## src/rtl/shift_deser_rx.sv

```systemverilog
// -----------------------------------------------------------------------------
// shift_deser_rx
// Serial-to-parallel receiver for the far end of a shift-register serial link.
// Samples one qualified bit per clock inside a frame envelope and assembles
// WIDTH-bit words, MSB-first or LSB-first. Completed words are held on a
// parallel output register with a valid/ready handshake; aborted frames pulse
// frame_err and words that arrive while the output is still full set a sticky
// overrun flag.
//
// Ports:
//   clk        system clock, rising-edge active
//   reset      synchronous active-low reset
//   sin        serial data bit
//   sen        bit qualifier (sin sampled only when sen=1)
//   sframe     frame envelope, high for the whole frame
//   dir        0 = MSB first (enters at LSB), 1 = LSB first (enters at MSB)
//   dout       last completed word
//   dvalid     dout holds an unconsumed word
//   dready     consumer accepts dout when dvalid & dready
//   busy       frame in progress
//   frame_err  one-cycle pulse on frame abort
//   overrun    sticky: a completed word was dropped
//   clr_ovr    clears overrun (a simultaneous new overrun wins)
// -----------------------------------------------------------------------------
module shift_deser_rx #(
  parameter int unsigned WIDTH = 4
) (
  input  logic             clk,
  input  logic             reset,
  input  logic             sin,
  input  logic             sen,
  input  logic             sframe,
  input  logic             dir,
  output logic [WIDTH-1:0] dout,
  output logic             dvalid,
  input  logic             dready,
  output logic             busy,
  output logic             frame_err,
  output logic             overrun,
  input  logic             clr_ovr
);

  // Counter must be able to hold the value WIDTH.
  localparam int unsigned CNT_W = $clog2(WIDTH + 1);
  localparam logic [CNT_W-1:0] LAST_CNT = CNT_W'(WIDTH - 1);

  typedef enum logic [0:0] {
    ST_IDLE = 1'b0,
    ST_RECV = 1'b1
  } state_t;

  state_t           r_state;
  logic [WIDTH-1:0] r_sreg;
  logic [CNT_W-1:0] r_cnt;
  logic             r_dlat;
  logic [WIDTH-1:0] r_dout;
  logic             r_dvalid;
  logic             r_frame_err;
  logic             r_overrun;

  logic             w_accept;
  logic             w_dir;
  logic             w_last;
  logic [WIDTH-1:0] w_sreg_shift;

  // A bit is taken only inside the envelope and when qualified.
  assign w_accept = sframe & sen;

  // The first bit of a frame uses the live dir; afterwards the latched copy.
  assign w_dir = (r_state == ST_IDLE) ? dir : r_dlat;

  // Shift register contents after shifting in sin; also the completed word
  // on the last bit of a frame.
  assign w_sreg_shift = w_dir ? {sin, r_sreg[WIDTH-1:1]}
                              : {r_sreg[WIDTH-2:0], sin};

  assign w_last = (r_cnt == LAST_CNT);

  // Receive state machine, word delivery and status flags.
  always_ff @(posedge clk) begin
    if (!reset) begin
      r_state     <= ST_IDLE;
      r_sreg      <= '0;
      r_cnt       <= '0;
      r_dlat      <= 1'b0;
      r_dout      <= '0;
      r_dvalid    <= 1'b0;
      r_frame_err <= 1'b0;
      r_overrun   <= 1'b0;
    end else begin
      r_frame_err <= 1'b0;

      if (clr_ovr) begin
        r_overrun <= 1'b0;
      end

      // Consumer handshake; a word completing this edge overrides below.
      if (r_dvalid && dready) begin
        r_dvalid <= 1'b0;
      end

      case (r_state)
        ST_IDLE: begin
          if (w_accept) begin
            r_dlat  <= dir;
            r_sreg  <= w_sreg_shift;
            r_cnt   <= CNT_W'(1);
            r_state <= ST_RECV;
          end
        end

        ST_RECV: begin
          if (!sframe) begin
            // Envelope dropped mid-frame: discard the partial word.
            r_frame_err <= 1'b1;
            r_cnt       <= '0;
            r_state     <= ST_IDLE;
          end else if (sen) begin
            r_sreg <= w_sreg_shift;
            if (w_last) begin
              r_cnt   <= '0;
              r_state <= ST_IDLE;
              // Output register is free, or being emptied this same edge.
              if (!r_dvalid || dready) begin
                r_dout   <= w_sreg_shift;
                r_dvalid <= 1'b1;
              end else begin
                // Placed after the clear so a new overrun beats clr_ovr.
                r_overrun <= 1'b1;
              end
            end else begin
              r_cnt <= r_cnt + CNT_W'(1);
            end
          end
        end

        default: begin
          r_state <= ST_IDLE;
        end
      endcase
    end
  end

  assign dout      = r_dout;
  assign dvalid    = r_dvalid;
  assign busy      = (r_state == ST_RECV);
  assign frame_err = r_frame_err;
  assign overrun   = r_overrun;

endmodule

```

## config.mk

```make
export PLATFORM = sky130hd
export DESIGN_NAME = shift_deser_rx
export DESIGN_NICKNAME = d
export VERILOG_FILES = /design/src/rtl/shift_deser_rx.sv
export SDC_FILE = /design/constraint.sdc
export NUM_CORES = 1
export LEC_CHECK = 0
export BUFFER_PORTS_ARGS = -buffer_cell sky130_fd_sc_hd__buf_2
export CAP_MARGIN = 0
export CORE_UTILIZATION = 48
export CTS_BUF_LIST = sky130_fd_sc_hd__clkbuf_4 sky130_fd_sc_hd__clkbuf_8
export DETAILED_ROUTE_END_ITERATION = 10
export PLACE_DENSITY = 0.78
export SYNTH_ARGS = -nofsm -noshare
export SYNTH_HDL_FRONTEND = slang
export SYNTH_SLANG_ARGS = --single-unit
export TNS_END_PERCENT = 100
```

## constraint.sdc

```tcl
create_clock -name clk -period 1.3 [get_ports clk]
set_clock_uncertainty 0.15 [all_clocks]
set_input_delay 0.065 -clock clk [delete_from_list [all_inputs] [get_ports clk]]
set_output_delay 0.065 -clock clk [all_outputs]
set_load 0.02 [all_outputs]
```

---- Word level (Yosys, flattened, before mapping) ----
Index checks and enable logic that the tools add are counted.
word-level totals
  flip-flop bits (word level) ............. 16
  bits of input ports ..................... 8
  output and inout port bits .............. 8
  logic and storage cells ................. 53
operators by class
  add/sub/neg operators ................... 1
  equality and inequality tests ........... 5
  mux-type cells .......................... 29
  bitwise logic cells ..................... 2
  reduce and logical (&&, ||, !) cells .... 8
operator list
  operator                                       number
  two-way mux 1 bit                              18
  two-way mux 4 bit                              4
  two-way mux 3 bit                              4
  one-hot mux 4 bit (2 select lines)             1
  inequality test 2 bit, second input constant   3
  one-hot mux 3 bit (2 select lines)             1
  AND reduction 2 bit                            3
  AND reduction 5 bit                            1
  adder 3 x 1 -> 3 bit, second input constant    1
  == test 3 x 2 -> 1 bit, second input constant  1
  inequality test 3 bit, second input constant   1
  AND reduction 3 bit                            1
  one-hot mux 1 bit (2 select lines)             1
  bitwise AND 1 bit                              1
  logical AND 1 bit                              1
  logical NOT 1 bit                              1
  logical OR 1 bit                               1
  inverter 1 bit                                 1

---- Depth between registers and ports, before layout ----
  depth in word-level cells ............... 7
  depth in mapped cells ................... 6
  depth with buffers taken out ............ 5

---- Least setup slack after synthesis ----
OpenSTA, ideal clock, no wires.
  path kind ............................... flip-flop to flip-flop
  start point ............................. register r_state (netlist: busy)
  end point ............................... register r_sreg[1]
  setup time .............................. 121 ps
  arrival ................................. 1,274 ps
  slack ................................... -245 ps
  stages on the path, launching flop included .. 5
  path through ............................ dfxtp_1 -> buf_2 -> mux2i_4 -> mux2i_1 -> a21oi_1
between the ends
  longest elaborated chain between the ends .. 5
RTL lines
  what                                RTL line  text
  start: declaration                  52        state_t r_state;
  start signal: assignment            82        r_state <= ST_IDLE;
  start signal: assignment            108       r_state <= ST_RECV;
  start signal: assignment            117       r_state <= ST_IDLE;
  two-way mux 1 bit                   70        assign w_dir = (r_state == ST_IDLE) ? dir : r_dlat;
  two-way mux 4 bit                   74        assign w_sreg_shift = w_dir ? {sin, r_sreg[WIDTH-1:1]}
  two-way mux 4 bit                   118       end else if (sen) begin
  two-way mux 4 bit                   113       if (!sframe) begin
  one-hot mux 4 bit (2 select lines)  102       case (r_state)
  end signal: assignment              106       r_sreg <= w_sreg_shift;
  end signal: assignment              119       r_sreg <= w_sreg_shift;
  end: declaration                    53        logic [WIDTH-1:0] r_sreg;
Several ways; a longest one is shown, not always the timed one. The select of a mux whose other input is x is not followed.
A chain may end at the register's enable or synchronous reset.

---- Worst setup path in the final report ----
  start point ............................. register r_state (netlist: busy)
  end point ............................... register r_dout[0] (netlist: dout[0])
between the ends
  longest elaborated chain between the ends .. 2
RTL lines
  what                    RTL line  text
  two-way mux 1 bit       70
  two-way mux 4 bit       74
  end signal: assignment  125       r_dout <= w_sreg_shift;
  end: declaration        56        logic [WIDTH-1:0] r_dout;
Several ways; a longest one is shown, not always the timed one.

==> summary.md <==
| Metric | Value |
|---|---|
| R2r setup slk | `-0.05 ns` |
| Leakage | `0.000397 µW` |
| Reg2reg end | `dout[0]` |
| Die area | `1550 µm²` |
| 1st-pass router iterations | `4` |
| Diode count | `0` |
| RSZ-0062 raised after global routing | `true` |
| Synth top cells by count | `16 x dfxtp_1, 8 x a21oi_1, 8 x o21ai_0` |
| Worst hold slack | `0.0576 ns` |
| DP HPWL | `897 µm` |
| Max incr delay on CP | `0.37 ns` |
| Slew Limit Headroom | `80.7%` |
| Clock Path Buffers | `2` |
| Hold Vio Cnt, Final | `0` |
| Final Max Tran Viols | `0` |
| Post-route ant nets | `0` |
| Hold path start | `sen` |
| Ys async rst share | `0%` |
| WP data arrival | `1.38 ns` |
| Outcome | `complete, but fails checks` |
| Final non-filler cell total | `113` |
| Placed Cells | `100` |
| Post-synthesis instance total | `70` |
| CTS tree | `done` |
| Area contributors post-synth | `dfxtp_1 48%, a21oi_1 6.0%, mux2i_1 6.0%, o21ai_0 6.0%, mux2i_4 3.4%` |
| Die Y | `39.4 µm` |
| H-tree Lvls | `1` |
| Layout Utilization | `74.6%` |
| Net switching power | `231 µW` |
| Row count | `13` |
| Switching Share | `23.8%` |
| Fmax | `0.739 GHz` |
| Residual DRC | `0` |
| Tmin final | `1.35 ns` |
| Crit path buf inv count | `0` |
| Top-area cell type share of the netlist area | `47.8%` |
| Total wire length | `1.61 mm` |
| Via density | `5.54` |
| Final worst-path cycle share | `104%` |
| Maximum vdd ir drop | `0.654 mV` |
| Min-Delay Endpoint | `r_cnt[0]` |
| Worst r2r path cells | `3` |
| WS Path Type | `register to register` |
| Worst EP required | `1.33 ns` |
| Nets | `108` |
| Post-Syn Area per Cell | `9.58 µm²` |
| Total internal power | `740 µW` |
| PD cells | `1000 nW/µm²` |
| Critical path's slowest cell | `dfxtp_4` |
| GPL Wtd Cong | `0.712` |
| Setup TNS | `-0.371 ns` |
| Slew @ Worst Pin | `0.283 ns` |
| Post-CTS setup buffer count | `0` |
| Routed length per instance | `14.3 µm` |
| Synthesized flop and latch total | `16` |
| Crit-path leading delay family | `multiplexers` |
| Yosys cell types | `23` |
| Core area | `1300 µm²` |
| Warnings from Yosys | `0` |
| CTS Buf Count | `3` |
| Initial Util | `51.5%` |
| Initial antenna violation count | `0` |
| Hold Path Depth | `4` |
| CTS clk-pin slew, worst paths | `0.09 ns` |
| Area of the multi-input gates | `372 µm²` |
| CP endpoint kind | `register` |
| Tightest Hold Check Type | `primary input to register` |
| EDFF count, synth | `0` |
| Pin count of the biggest net entering global routing | `11` |
| CP Cell Sequence | `mux2i_4 > mux2i_2 > a21oi_1` |
| Clock root buffer | `clkbuf_4` |
| Post-synth top flop | `dfxtp_1` |
| R2R Path Start | `busy` |
| Sequential power share | `52.9%` |
| Crit Path Max Fanout | `4` |
| Drt first-iter violations | `9` |
| Global-route wire length before repair | `2.39 mm` |
| Area delta synth->final | `44.8%` |
| Most common cell in the netlist | `dfxtp_1` |
| Failing checks | `negative setup slack` |
| Global route total overflow | `0` |
| Chip Width | `39.4 µm` |
| Worst-skew pair later-pin latency | `0.29 ns` |
| Syn Nets | `79` |
| Crit start category | `register` |
| Clk network pwr share | `33.8%` |
| DR vias | `626` |
| Max-cap violations | `0` |
| Post-Syn Area | `671 µm²` |
| Comb pwr share | `13.3%` |
| Vias in the first global route | `530` |
| Endpoints failing setup | `10` |
| Layout cells sized above 1 | `38.8%` |
| FF+latch area | `327 µm²` |
| Sequential share of the synthesized area | `47.8%` |
| Area leader, netlist | `dfxtp_1` |
| Post-DP Area | `785 µm²` |
| PortBufs | `15` |
| Fillers | `94` |
| Final Cell Area | `971 µm²` |
| Final WS setup | `-0.0528 ns` |
| I/O pin cnt | `16` |
| Sink Count | `16` |
| Gr usage total | `23.9%` |
[worst max path at each step]
stage / start / to / slack [ns] / cells after the start
after floorplan: busy / dout[0] / -0.06 / 4
after global placement: r_cnt[0] / dout[1] / -0.06 / 5
final: busy / dout[0] / -0.05 / 3
after global routing: busy / r_sreg[3] / -0.12 / 3
after detailed placement: r_cnt[0] / dout[1] / -0.10 / 5
after CTS: busy / dout[1] / -0.03 / 3
[layer usage]
metal	GRT usage [%]	wire length [µm]	vias to the layer above	share of wire, %
met5	0	0	-	0
met3	3.41	47	5	2.9
met4	12.9	29	0	1.8
met1	30.9	728	292	45
li1	-	-	313	-
met2	37.9	805	16	50
[flip-flops by register name, indices dropped and copies added (netlist names)]
name and flops:
r_dlat 1, dout 4, busy 1, r_sreg 4
overrun 1, dvalid 1, r_cnt 3, frame_err 1
[stage by stage]
stage | power [µW] | setup slack (ns)
after floorplan | 581 | -0.0647
after detailed placement | 614 | -0.102
after CTS | 959 | -0.0311
final | 971 | -0.0528
after global placement | 611 | -0.0577
after global routing | 998 | -0.116
[layout make-up]
class | count | share of cell area [%]
sequential | 16 | 33.6
tap | 15 | 1.93
inverter | 3 | 1.16
timing repair buffer | 29 | 21.3
clock buffer | 4 | 3.74
multi-input combinational | 46 | 38.3
[kinds of logic after synthesis]
| group | after synthesis | synth area share [%] |
|---|---|---|
| AO/OA/AOI/OAI | 29 | 24.8 |
| flip-flops | 16 | 47.8 |
| AND/OR/NAND/NOR | 11 | 10.3 |
| buffers and inverters | 8 | 5.97 |
| multiplexers | 5 | 9.33 |
| adder cells (fa/ha/maj) | 1 | 1.87 |
[what timing repair did]
item | CTS | global route
hold buffers | 8 | 1
setup endpoints to repair | 10 | 13
pin swaps | 6 | 4
hold endpoints to repair | 10 | 7
gates resized for setup | 12 | 6
[worst register-to-register path, cell delays in order, from the launching register on]
cell and delay [ns]:
dfxtp_4 0.37, mux2i_4 0.33, mux2i_2 0.30, a21oi_1 0.09
[power by group through the flow]
| stage | Clock (µW) | Sequential (µW) | Combinational (µW) |
|---|---|---|---|
| after detailed placement | 0 | 523 | 91.0 |
| after global routing | 342 | 516 | 140 |
| after floorplan | 0 | 524 | 57.5 |
| after CTS | 330 | 512 | 117 |
| final | 328 | 514 | 129 |
| after global placement | 0 | 523 | 89.0 |
[placed cells by master (no fill, tap or decap), types with 2 or more instances in the layout]
cell type and count:
a31oi_1 2, buf_2 15, clkbuf_4 3, dfxtp_1 13
and2_1 3, a21boi_0 2, buf_4 4, mux2i_1 2
o21ai_1 6, mux2i_2 2, o21ai_0 5, dfxtp_2 2
dlygate4sd3_1 9, nor2b_1 2, inv_1 3, a21oi_1 7
Note: power is estimated with default switching activity, not from simulation.
